<file path="src/rtl/cpu_run_pkg.sv">
// Shared encodings for the cpu_run_ctrl run/halt sequencer: FSM states,
// halt-cause codes and the ebreak encoding.
package cpu_run_pkg;

    typedef enum logic [1:0] {
        ST_IDLE = 2'd0,
        ST_RUN  = 2'd1,
        ST_STEP = 2'd2,
        ST_HALT = 2'd3
    } run_state_t;

    typedef enum logic [2:0] {
        CAUSE_NONE    = 3'd0,
        CAUSE_REQ     = 3'd1,
        CAUSE_EBREAK  = 3'd2,
        CAUSE_ILLEGAL = 3'd3,
        CAUSE_BKPT    = 3'd4,
        CAUSE_LIMIT   = 3'd5,
        CAUSE_STEP    = 3'd6
    } halt_cause_t;

    localparam logic [31:0] EBREAK_INSN = 32'h0010_0073;

    // Sticky causes cannot be resumed from; only clr or reset leaves them.
    function automatic logic cause_is_sticky(input halt_cause_t c);
        return (c == CAUSE_LIMIT) || (c == CAUSE_ILLEGAL) || (c == CAUSE_EBREAK);
    endfunction

endpackage

</file>
<file path="src/rtl/cpu_run_ctrl_halt_detect.sv">
// Combinational halt check on the instruction currently presented by the
// core; reports whether to halt and the highest-priority cause.
module halt_detect
    import cpu_run_pkg::*;
#(
    parameter int PC_W       = 32,
    parameter int CYC_W      = 16,
    parameter int MAX_CYCLES = 250
) (
    input  logic [PC_W-1:0]  pc,
    input  logic [31:0]      instr,
    input  logic [CYC_W-1:0] cycle_cnt,
    input  logic             bp_en,
    input  logic [PC_W-1:0]  bp_addr,
    input  logic             bp_skip,
    input  logic             halt_req,
    input  logic             run_qual,
    output logic             hc,
    output halt_cause_t      cause
);

    localparam logic [CYC_W-1:0] LIMIT_CNT = CYC_W'(MAX_CYCLES);

    always_comb begin
        // NOTE: every output gets a default before the priority chain so no latch is inferred.
        cause = CAUSE_NONE;
        if ((instr[1:0] != 2'b11) || (instr == 32'd0)) begin
            cause = CAUSE_ILLEGAL;
        end else if (instr == EBREAK_INSN) begin
            cause = CAUSE_EBREAK;
        end else if (cycle_cnt == LIMIT_CNT) begin
            cause = CAUSE_LIMIT;
        end else if (bp_en && (pc == bp_addr) && !bp_skip) begin
            cause = CAUSE_BKPT;
        end else if (halt_req && run_qual) begin
            cause = CAUSE_REQ;
        end
        hc = (cause != CAUSE_NONE);
    end

endmodule

</file>
<file path="src/rtl/cpu_run_ctrl.sv">
// Run/halt sequencer for the single-cycle core: drives the core clock-enable,
// handles start/step/halt and reports the halt cause and enabled-cycle count.
module cpu_run_ctrl
    import cpu_run_pkg::*;
#(
    parameter int PC_W       = 32,
    parameter int CYC_W      = 16,
    parameter int MAX_CYCLES = 250
) (
    input  logic             clk,
    input  logic             rstn,
    input  logic             start,
    input  logic             step,
    input  logic             halt_req,
    input  logic             clr,
    input  logic             bp_en,
    input  logic [PC_W-1:0]  bp_addr,
    input  logic [PC_W-1:0]  pc,
    input  logic [31:0]      instr,
    output logic             cpu_en,
    output logic             halted,
    output logic             halt_pulse,
    output logic [2:0]       halt_cause,
    output logic [CYC_W-1:0] cycle_cnt,
    output logic [1:0]       state
);

    run_state_t       state_q;
    halt_cause_t      cause_q;
    logic [CYC_W-1:0] cnt_q;
    logic             bp_skip_q;
    logic             halt_entered_q;
    logic             halt_pulse_q;

    logic             hc;
    halt_cause_t      hc_cause;

    halt_detect #(
        .PC_W       (PC_W),
        .CYC_W      (CYC_W),
        .MAX_CYCLES (MAX_CYCLES)
    ) u_halt_detect (
        .pc        (pc),
        .instr     (instr),
        .cycle_cnt (cnt_q),
        .bp_en     (bp_en),
        .bp_addr   (bp_addr),
        .bp_skip   (bp_skip_q),
        .halt_req  (halt_req),
        .run_qual  (state_q == ST_RUN),
        .hc        (hc),
        .cause     (hc_cause)
    );

    // Mealy enable: the halting instruction is blocked in the same cycle it appears.
    always_comb begin
        cpu_en = ((state_q == ST_RUN) || (state_q == ST_STEP)) && !hc;
    end

    always_ff @(posedge clk) begin
        // NOTE: all state uses non-blocking assignments so every read sees pre-edge values.
        if (!rstn || clr) begin
            state_q        <= ST_IDLE;
            cause_q        <= CAUSE_NONE;
            cnt_q          <= '0;
            bp_skip_q      <= 1'b0;
            halt_entered_q <= 1'b0;
            halt_pulse_q   <= 1'b0;
        end else begin
            halt_pulse_q   <= halt_entered_q;
            halt_entered_q <= 1'b0;

            if (cpu_en) begin
                if (cnt_q != {CYC_W{1'b1}}) begin
                    cnt_q <= cnt_q + CYC_W'(1);
                end
                bp_skip_q <= 1'b0;
            end

            case (state_q)
                ST_IDLE: begin
                    if (start || step) begin
                        state_q <= start ? ST_RUN : ST_STEP;
                        cnt_q   <= '0;
                        cause_q <= CAUSE_NONE;
                    end
                end
                ST_RUN: begin
                    if (hc) begin
                        state_q        <= ST_HALT;
                        cause_q        <= hc_cause;
                        halt_entered_q <= 1'b1;
                    end
                end
                ST_STEP: begin
                    state_q        <= ST_HALT;
                    cause_q        <= hc ? hc_cause : CAUSE_STEP;
                    halt_entered_q <= 1'b1;
                end
                ST_HALT: begin
                    if ((start || step) && !cause_is_sticky(cause_q)) begin
                        state_q <= start ? ST_RUN : ST_STEP;
                        cause_q <= CAUSE_NONE;
                        // Resuming from a breakpoint must execute that instruction once.
                        if (cause_q == CAUSE_BKPT) begin
                            bp_skip_q <= 1'b1;
                        end
                    end
                end
                default: state_q <= ST_IDLE;
            endcase
        end
    end

    assign halted     = (state_q == ST_HALT);
    assign halt_pulse = halt_pulse_q;
    assign halt_cause = cause_q;
    assign cycle_cnt  = cnt_q;
    assign state      = state_q;

endmodule

</file>
<file path="config.mk">
export PLATFORM = sky130hd
export DESIGN_NAME = cpu_run_ctrl
export DESIGN_NICKNAME = d
export VERILOG_FILES = /design/src/rtl/cpu_run_pkg.sv /design/src/rtl/cpu_run_ctrl_halt_detect.sv /design/src/rtl/cpu_run_ctrl.sv
export SDC_FILE = /design/constraint.sdc
export NUM_CORES = 1
export LEC_CHECK = 0
export ABC_AREA = 1
export ABC_CLOCK_PERIOD_IN_PS = 1600
export BUFFER_PORTS_ARGS = -buffer_cell sky130_fd_sc_hd__buf_2
export CAP_MARGIN = 20
export CORE_ASPECT_RATIO = 1.2
export CORE_MARGIN = 1
export CORE_UTILIZATION = 40
export CTS_CLUSTER_SIZE = 8
export DETAILED_ROUTE_END_ITERATION = 7
export PLACE_DENSITY = 0.89
export SYNTH_ARGS = -nofsm -noshare
export SYNTH_HDL_FRONTEND = slang
export SYNTH_SLANG_ARGS = --single-unit
</file>
<file path="constraint.sdc">
create_clock -name clk -period 1.6 [get_ports clk]
set_input_delay 0.16 -clock clk [delete_from_list [all_inputs] [get_ports clk]]
set_output_delay 0.16 -clock clk [all_outputs]
set_load 0.05 [all_outputs]
</file>
# Word level (Yosys, flattened, before mapping)
# Cells that the tools add are included.
# word_totals
mem_bits_ro	0
latch_bits	0
elab_cells	66
regBits	24
n_memories	0
inputBits	103
ramBits	0
output_inout_bits	24
# op_classes
mux	25
n_mul	0
eq_ne	15
n_lt_le_gt_ge	0
reduce_logical	19
bitwise_logic	0
div	0
shifts	0
add_sub_neg	1
# op_table
cell	n
16-bit two-way mux	4
32-bit by 21-bit == test with 1-bit output, second input constant	1
32-bit == test	1
32-bit zero test	1
3-bit two-way mux	8
16-bit by 1-bit adder with 16-bit output, second input constant	1
16-bit by 8-bit == test with 1-bit output, second input constant	1
16-bit != test, second input constant	1
3-bit one-hot mux with 4 select lines	1
2-bit two-way mux	4
2-bit one-hot mux with 4 select lines	1
3-bit by 2-bit == test with 1-bit output, second input constant	2
3-bit == test, second input constant	2
1-bit logical OR	6
1-bit two-way mux	6
2-bit != test, second input constant	3
1-bit logical AND	5
2-bit == test, second input constant	2
1-bit zero test	4
3-bit AND reduction	1
3-bit nonzero test	1
2-bit by 1-bit == test with 1-bit output, second input constant	1
2-bit zero test	1
2-bit by 1-bit != test with 1-bit output, second input constant	1
1-bit one-hot mux with 2 select lines	1

# Depth between registers and ports, before layout
# Gate-level depths: netlist of the first run.
# logic_depth
depth_word	14
mapped_depth	16
mapped_depth_nobuf	16

# Hierarchy
# Synthesis of the first run repeated with hierarchy kept, for this count alone.
# hier_totals
hier_cells	443
hier_area_um2	2506.2
# by_module_without_submodules
mod	instances	cells_per_inst	area_each_um2
cpu_run_ctrl	1	196	1422.6
halt_detect	1	247	1083.5

# Worst setup path after synthesis of the first run
# Ideal clock, no wire load.
# synth_timing
path_type	reg-to-reg
startpoint	reg cnt_q[0], in the netlist cycle_cnt[0]
endpoint	reg cnt_q[5], in the netlist cycle_cnt[5]
path_stages_with_launch	11
arrival_time_ns	2.023
slack_ns	-0.496
synth_period_minus_slack_ns	2.096
t_required_ns	1.527
setup_ns	0.073
path_cell_list	dfxtp_1 > inv_1 > ha_1 > nand2_1 > nor3_1 > nand4_2 > nand4_4 > nor2_4 > buf_6 > a21oi_1 > nor3_2
# synth_via
elab_chain_cells	10
elab_cells_between_ends	13
cone_classes	add/sub: 1; eq/ne: 2; mux: 7; reduce/logical: 3
# synth_lines
element	line	text
start: declaration	cpu_run_ctrl.sv:30	logic [CYC_W-1:0] cnt_q;
start signal: assignment	cpu_run_ctrl.sv:75	cnt_q <= cnt_q + CYC_W'(1);
16-bit by 8-bit == test with 1-bit output (*)	cpu_run_ctrl_halt_detect.sv:31	end else if (cycle_cnt == LIMIT_CNT) begin
3-bit two-way mux (*)	cpu_run_ctrl_halt_detect.sv:31	
3-bit two-way mux (*)	cpu_run_ctrl_halt_detect.sv:29	end else if (instr == EBREAK_INSN) begin
3-bit two-way mux (*)	cpu_run_ctrl_halt_detect.sv:27	if ((instr[1:0] != 2'b11) || (instr == 32'd0)) begin
3-bit nonzero test (*)	cpu_run_ctrl_halt_detect.sv:38	hc = (cause != CAUSE_NONE);
1-bit zero test (*)	cpu_run_ctrl.sv:57	cpu_en = ((state_q == ST_RUN) || (state_q == ST_STEP)) && !hc;
1-bit logical AND (*)	cpu_run_ctrl.sv:57	
via cpu_en	cpu_run_ctrl.sv:20	output logic cpu_en,
16-bit two-way mux (*)	cpu_run_ctrl.sv:73	if (cpu_en) begin
16-bit two-way mux	cpu_run_ctrl.sv:82	if (start || step) begin
16-bit two-way mux (*)	cpu_run_ctrl.sv:80	case (state_q)
# The timed path passes the listed nets; every way through them passes the cells marked *.
# A chain may end at the register's enable or synchronous reset.

# Final worst setup path of the first run
# layout_timing
startpoint	reg cnt_q[1], in the netlist cycle_cnt[1]
endpoint	reg cnt_q[5], in the netlist cycle_cnt[5]
# layout_via
elab_chain_cells	10
elab_cells_between_ends	13
cone_classes	add/sub: 1; eq/ne: 2; mux: 7; reduce/logical: 3
# layout_lines
element	line
16-bit by 8-bit == test with 1-bit output	cpu_run_ctrl_halt_detect.sv:31
3-bit two-way mux	cpu_run_ctrl_halt_detect.sv:31
3-bit two-way mux	cpu_run_ctrl_halt_detect.sv:29
3-bit two-way mux	cpu_run_ctrl_halt_detect.sv:27
3-bit nonzero test	cpu_run_ctrl_halt_detect.sv:38
1-bit zero test	cpu_run_ctrl.sv:57
1-bit logical AND	cpu_run_ctrl.sv:57
16-bit two-way mux (*)	cpu_run_ctrl.sv:73
16-bit two-way mux	cpu_run_ctrl.sv:82
16-bit two-way mux (*)	cpu_run_ctrl.sv:80
# Every way passes the cells marked *; elsewhere a longest branch is shown, timed or not.

==> run_results.csv, run 1 <==
group,metric,value,unit
status,status,"finished with violations",
status,violations,"setup timing",
setup_path,rr_endpoint,"cycle_cnt[5]",
setup_path,worstPathCellList,"buf_6 -> ha_4 -> nand2_4 -> nor3_4 -> nand4_1 -> nor2_2 -> inv_2 -> nand2_2 -> inv_2 -> and3_4 -> nor3_2",
setup_path,crit_fanout,4,
timing,layout_min_cycle_time,1900,ps
timing,finalHoldViolations,0,
cts,cts_num_sinks,24,
route,drcViolationCount,0,
power_and_ir_drop,p_total,1.547,mW
cts,holdBufCountCts,0,
setup_path,crit_slowest_cell,"dfxtp_4",
setup_path,path_delay_family,"simple AND/OR/NAND/NOR gates",
setup_path,worst-endpoint-required,1820,ps
place,dpl.hpwl,5955,µm
place,portBuffers,126,
final_layout,fillers,397,
synth,syn_area_per_cell,5.632,µm²
synth,synth-edff-count,0,
final_layout,stdcell_area,0.003839,mm²
place,gp_congestion,0.9307,
timing,drv_slew,0,
synth,synth-async-reset-ratio,0,
floorplan,start_util,0.4171,
synth,synth_fp_nets,504,
synth,ys_top_cells_by_count,"nand2_1 (124), inv_1 (71), nor2_1 (61), dfxtp_1 (24), a21oi_1 (16)",
setup_path,critPathLaunchType,"flop",
floorplan,die_w,70.08,µm
synth,ys_types,29,
synth,syn-cell-area,0.002225,mm²
global_route,grt_max_degree,14,
timing,final.period_utilization,1.188,
final_layout,layout-drive-gt1-share,0.4785,
final_layout,fin_util,0.7197,
min_path,holdPathStages,3,
floorplan,core-area,0.005334,mm²
setup_path,cp_slowest_stage_delay,390,ps
timing,worstMarginPinSlew,364.7,ps
floorplan,die_h,83.70,µm
place,place_area,0.003314,mm²
cts,root_buffer,"clkbuf_8",
timing,fin_ws,-300.2,ps
timing,fmax,0.5263,GHz
cts,cts_made_buffers,3,
setup_path,cp-startpoint,"cycle_cnt[1]",
synth,synth_area_leaders,"dfxtp_1 (22%), nand2_1 (21%), inv_1 (12%), nor2_1 (10%), xor2_1 (4.7%)",
min_path,hold_class,"in2reg",
global_route,grt_pass1_wl,12540,µm
synth,yosysMostFrequentCell,"nand2_1",
setup_path,crit_top_cell,"inv_2",
timing,rsz0062_at_grt,"true",
min_path,min_to,"state[0]",
place,place_ws,-212.8,ps
global_route,grt_pass1_vias,3120,
route,drt_pass1_iterations,4,
route,drtIter0Drc,182,
floorplan,die_area,0.005865,mm²
synth,yosysWarnings,0,
job,drv_cap,0,
min_path,hp-start,"start",
route,via_per_inst,4.925,
setup_path,r2r_start,"cycle_cnt[1]",
setup_path,r2r_cells,11,
route,wl_per_cell,12.89,µm
setup_path,crit_buf_inv,3,
floorplan,rows,29,
final_layout,nets,691,
route,antenna_left,0,
synth,synth_top_cell_by_area,"dfxtp_1",
final_layout,diodes,0,
global_route,overflow,0,
synth,syn_inst,395,
cts,clk_pin_slew_worst_paths,110,ps
route,drt_wl_total,8290,µm
setup_path,critPathKind,"reg2reg",
synth,synth.yosys.seq_area_share,0.2160,
timing,relSlewSlack,0.7550,
power_and_ir_drop,power_density,403.1,mW/mm²
timing,skew,21.98,ps
cts,clockBufferDepth,2,
cts,tritoncts,"done",
global_route,grt_antenna_before_repair,0,
synth,synth-main-ff-cell,"dfxtp_1",
global_route,grtUsageTotal,0.2640,
synth,yosysTopAreaCellShare,0.2160,
power_and_ir_drop,p_leak,2.098,nW
synth,synth-seq-cells,24,
cts,clock_latency,290,ps
setup_path,crit_arrival,2120,ps
setup_path,cp-end-kind,"flop",
setup_path,r2r_slack,-300,ps
setup_path,cp.depth,11,
power_and_ir_drop,vdd_drop_max,0.3251,mV
final_layout,syn_to_final_growth,72.55,%
timing,setup_viol,22,
floorplan,ioPinCount,127,
route,vias,3167,
cts,htreeDepth,1,
==> cells by family after synthesis <==
family                   after synthesis  synth area share
AO/OA/AOI/OAI                         39           0.09055
AND/OR/NAND/NOR                      228            0.4505
flip-flops                            24            0.2160
XOR/XNOR                              18           0.07087
adder cells (fa/ha/maj)                6           0.03374
buffers and inverters                 80            0.1384
==> timing repair <==
action	CTS	global route
buffers inserted	7	8
gates resized for setup	38	45
hold endpoints to repair	0	0
endpoints found under the setup margin	23	24
pin swaps	20	22
cloned	1	0
==> placed cells by master (no fill, tap or decap), types with 2 or more instances in the layout <==
cell type	count
a21oi_1	9
a21oi_2	7
buf_2	125
buf_4	49
buf_6	7
clkbuf_8	4
dfxtp_1	5
dfxtp_2	14
dfxtp_4	5
ha_1	3
ha_4	2
inv_1	69
inv_2	7
nand2_1	114
nand2_2	9
nand2_4	3
nand3_1	4
nand3_2	8
nand3b_1	2
nand4_1	4
nand4_4	2
nor2_1	52
nor2_2	4
nor2_4	8
nor3_1	4
nor3_2	3
nor3_4	4
nor4_4	2
o21ai_0	4
o21ai_1	10
o21ai_2	4
o22ai_1	2
or2_0	2
xnor2_1	6
xor2_1	11
==> worst min-delay path: stages <==
cell	delay, ps
buf_2	110
o21ai_2	50
a21oi_1	100
==> area by class of cell <==
type                    instances  area [µm²]  area share
well taps                      62       77.57     0.02021
repair buffers                184        1135      0.2956
clock buffers                   4       55.05     0.01434
flip-flops and latches         24       516.7      0.1346
multi-input cells             291        1752      0.4563
inverters                      78       302.8     0.07888
==> through the flow <==
stage / hold WS, ps / instances / setup TNS [ps]
after global routing: 182.7 / 643 / -5374
after detailed placement: 404.9 / 624 / -3163
after global placement: 397.4 / 624 / -2025
final: 181.7 / 643 / -3570
after CTS: 177.7 / 635 / -1681
after floorplan: 322.9 / 395 / -909.0
==> where the power goes <==
| part | switching (mW) | internal (mW) | total, mW | leakage (nW) |
|---|---|---|---|---|
| Sequential | 0.00426 | 0.597 | 0.601 | 0.205 |
| Combinational | 0.261 | 0.237 | 0.498 | 1.86 |
| Clock | 0.228 | 0.221 | 0.449 | 0.0288 |
==> flip-flops by register name, indices dropped and copies added (netlist names) <==
signal / cells
cycle_cnt: 16
halt_pulse: 1
bp_skip_q: 1
state: 2
halt_entered_q: 1
halt_cause: 3
==> worst max-delay path by stage <==
stage / end
floorplan: cycle_cnt[5]
global placement: cycle_cnt[8]
detailed placement: cycle_cnt[4]
CTS: cycle_cnt[5]
global route: cycle_cnt[9]
finish: cycle_cnt[5]
==> per-layer routing <==
layer / up-vias / GRT usage / routed length (µm)
met3: 34 / 0.04589 / 511
met2: 155 / 0.5210 / 4531
met4: 0 / 0.1364 / 313
met1: 1402 / 0.2530 / 2934
li1: 1576 / - / -
met5: - / 0 / 0
Note: power is estimated with default switching activity, not from simulation.
==> inputs of run 2 (changes only) <==
Settings changed: ABC_CLOCK_PERIOD_IN_PS 1600 to 2210, CORE_UTILIZATION 40 to 48, PLACE_DENSITY 0.89 to 0.95.
Clock period 1.6 ns to 2.21 ns, I/O delays scaled along.
==> run 2 against run 1 <==
Effect of this change:
- the flow now finishes without violations
- register-to-register slack improved by 540 ps
- worst hold slack improved by 42 ps
- clock power fell by 43%
- via count fell by 12%
- sequential power fell by 26%
- largest power group unchanged
- highest routed layer unchanged
==> run_results.csv, run 2 (synthesis gave the netlist of run 1 again) <==
group,metric,value,unit
place,portBuffers,126,
final_layout,diodes,0,
final_layout,fin_cells,581,
final_layout,fin_util,0.6823,
global_route,grtUsageTotal,0.2694,
timing,relSlewSlack,0.7039,
min_path,min_to,"halt_entered_q",
setup_path,cp-end-kind,"primary output",
job,drv_cap,0,
route,drt_wl_total,6426,µm
cts,cts_made_buffers,3,
setup_path,rr_endpoint,"cycle_cnt[10]",
setup_path,r2r_start,"cycle_cnt[0]",
cts,clk_pin_slew_worst_paths,80,ps
global_route,overflow,0,
route,wl_per_cell,11.06,µm
final_layout,layout-drive-gt1-share,0.2914,
setup_path,critPathLaunchType,"flop",
timing,rsz0062_at_grt,"false",
min_path,hold_class,"in2reg",
global_route,grt_pass1_wl,10880,µm
timing,finalHoldViolations,0,
floorplan,core-area,0.004359,mm²
timing,finalSetupTns,0,ps
cts,htreeDepth,1,
final_layout,layout_commonest_cell,"buf_2",
timing,final.period_utilization,0.9242,
setup_path,r2r_cells,11,
power_and_ir_drop,p_total,0.9916,mW
floorplan,die_h,76.58,µm
power_and_ir_drop,power_density,333.4,mW/mm²
floorplan,start_util,0.5103,
cts,root_buffer,"clkbuf_8",
place,gp_congestion,0.9228,
min_path,holdPathStages,4,
min_path,hp-start,"clr",
timing,worstMarginPinSlew,444.1,ps
setup_path,crit_arrival,1820,ps
setup_path,critPathKind,"reg2out",
final_layout,layout_common_cells,"buf_2 (126), nand2_1 (124), inv_1 (71)",
timing,skew,2.697,ps
route,vias,2801,
cts,clockBufferDepth,2,
cts,cts_setup_buffers,1,
route,drcViolationCount,0,
global_route,grt_antenna_before_repair,0,
power_and_ir_drop,vdd_drop_max,0.3084,mV
floorplan,die_area,0.004912,mm²
setup_path,r2r_slack,240,ps
global_route,grt_pass1_vias,2763,
setup_path,crit_fanout,5,
place,placedCellCount,577,
power_and_ir_drop,p_leak,1.669,nW
timing,layout_min_cycle_time,2042,ps
final_layout,syn_to_final_growth,33.69,%
floorplan,rows,26,
cts,cts.repair.resized,0,
route,antenna_left,0,
floorplan,ioPinCount,127,
route,drt_pass1_iterations,4,
final_layout,nets,636,
global_route,grt_max_degree,13,
place,dpl.hpwl,5322,µm
cts,cts_num_sinks,24,
cts,clock_latency,260,ps
timing,finalHoldWorstSlack,223.3,ps
timing,setup_viol,0,
timing,fmax,0.4896,GHz
status,status,"finished, final reports clean",
final_layout,largest_reg_flops,16,
setup_path,worst-endpoint-required,1990,ps
cts,tritoncts,"done",
cts,holdBufCountCts,0,
route,via_per_inst,4.821,
route,drtIter0Drc,101,
timing,drv_slew,0,
floorplan,die_w,64.15,µm
## run 2: where the power goes
part	internal (mW)	leakage (nW)	switching (mW)
Sequential	0.436	0.194	0.00531
Combinational	0.133	1.45	0.162
Clock	0.122	0.0216	0.133
Total	0.692	1.67	0.300
## run 2: layout make-up
type / count / area [µm²]
clock buffer: 3 / 41.29
fill: 385 / 1385
inverter: 78 / 292.8
multi-input combinational: 291 / 1436
sequential: 24 / 480.5
tap: 56 / 70.07
timing repair buffer: 129 / 653.1
## run 2: worst max-delay path: stages (launching register included)
cell and delay, ps:
dfxtp_1 390, inv_1 70, ha_1 190, nand2_1 60, nor3_1 50, nand4_2 150
nand4_4 170, nor2_4 190, buf_2 280
## run 2: metal layers
metal	global-route usage	share of wire	vias to the layer above
li1	-	-	1460
met1	0.2603	0.38	1209
met2	0.5415	0.52	118
met3	0.05389	0.078	14
met4	0.09556	0.021	0
met5	0	0	-
## run 2: per-stage QoR
| step | area [µm²] | setup WS, ps |
|---|---|---|
| after CTS | 2974 | 190.8 |
| after floorplan | 2225 | 114.0 |
| after global placement | 2925 | 351.5 |
| final | 2974 | 167.5 |
| after global routing | 2974 | 37.41 |
| after detailed placement | 2925 | 283.1 |
## run 2: worst max path at each step
| stage | from | end | depth (start not counted) |
|---|---|---|---|
| after floorplan | cycle_cnt[0] | cycle_cnt[5] | 10 |
| after global placement | cycle_cnt[0] | cpu_en | 8 |
| after detailed placement | cycle_cnt[0] | cpu_en | 8 |
| after CTS | cycle_cnt[0] | cpu_en | 8 |
| after global routing | cycle_cnt[0] | cpu_en | 8 |
| final | cycle_cnt[0] | cpu_en | 8 |
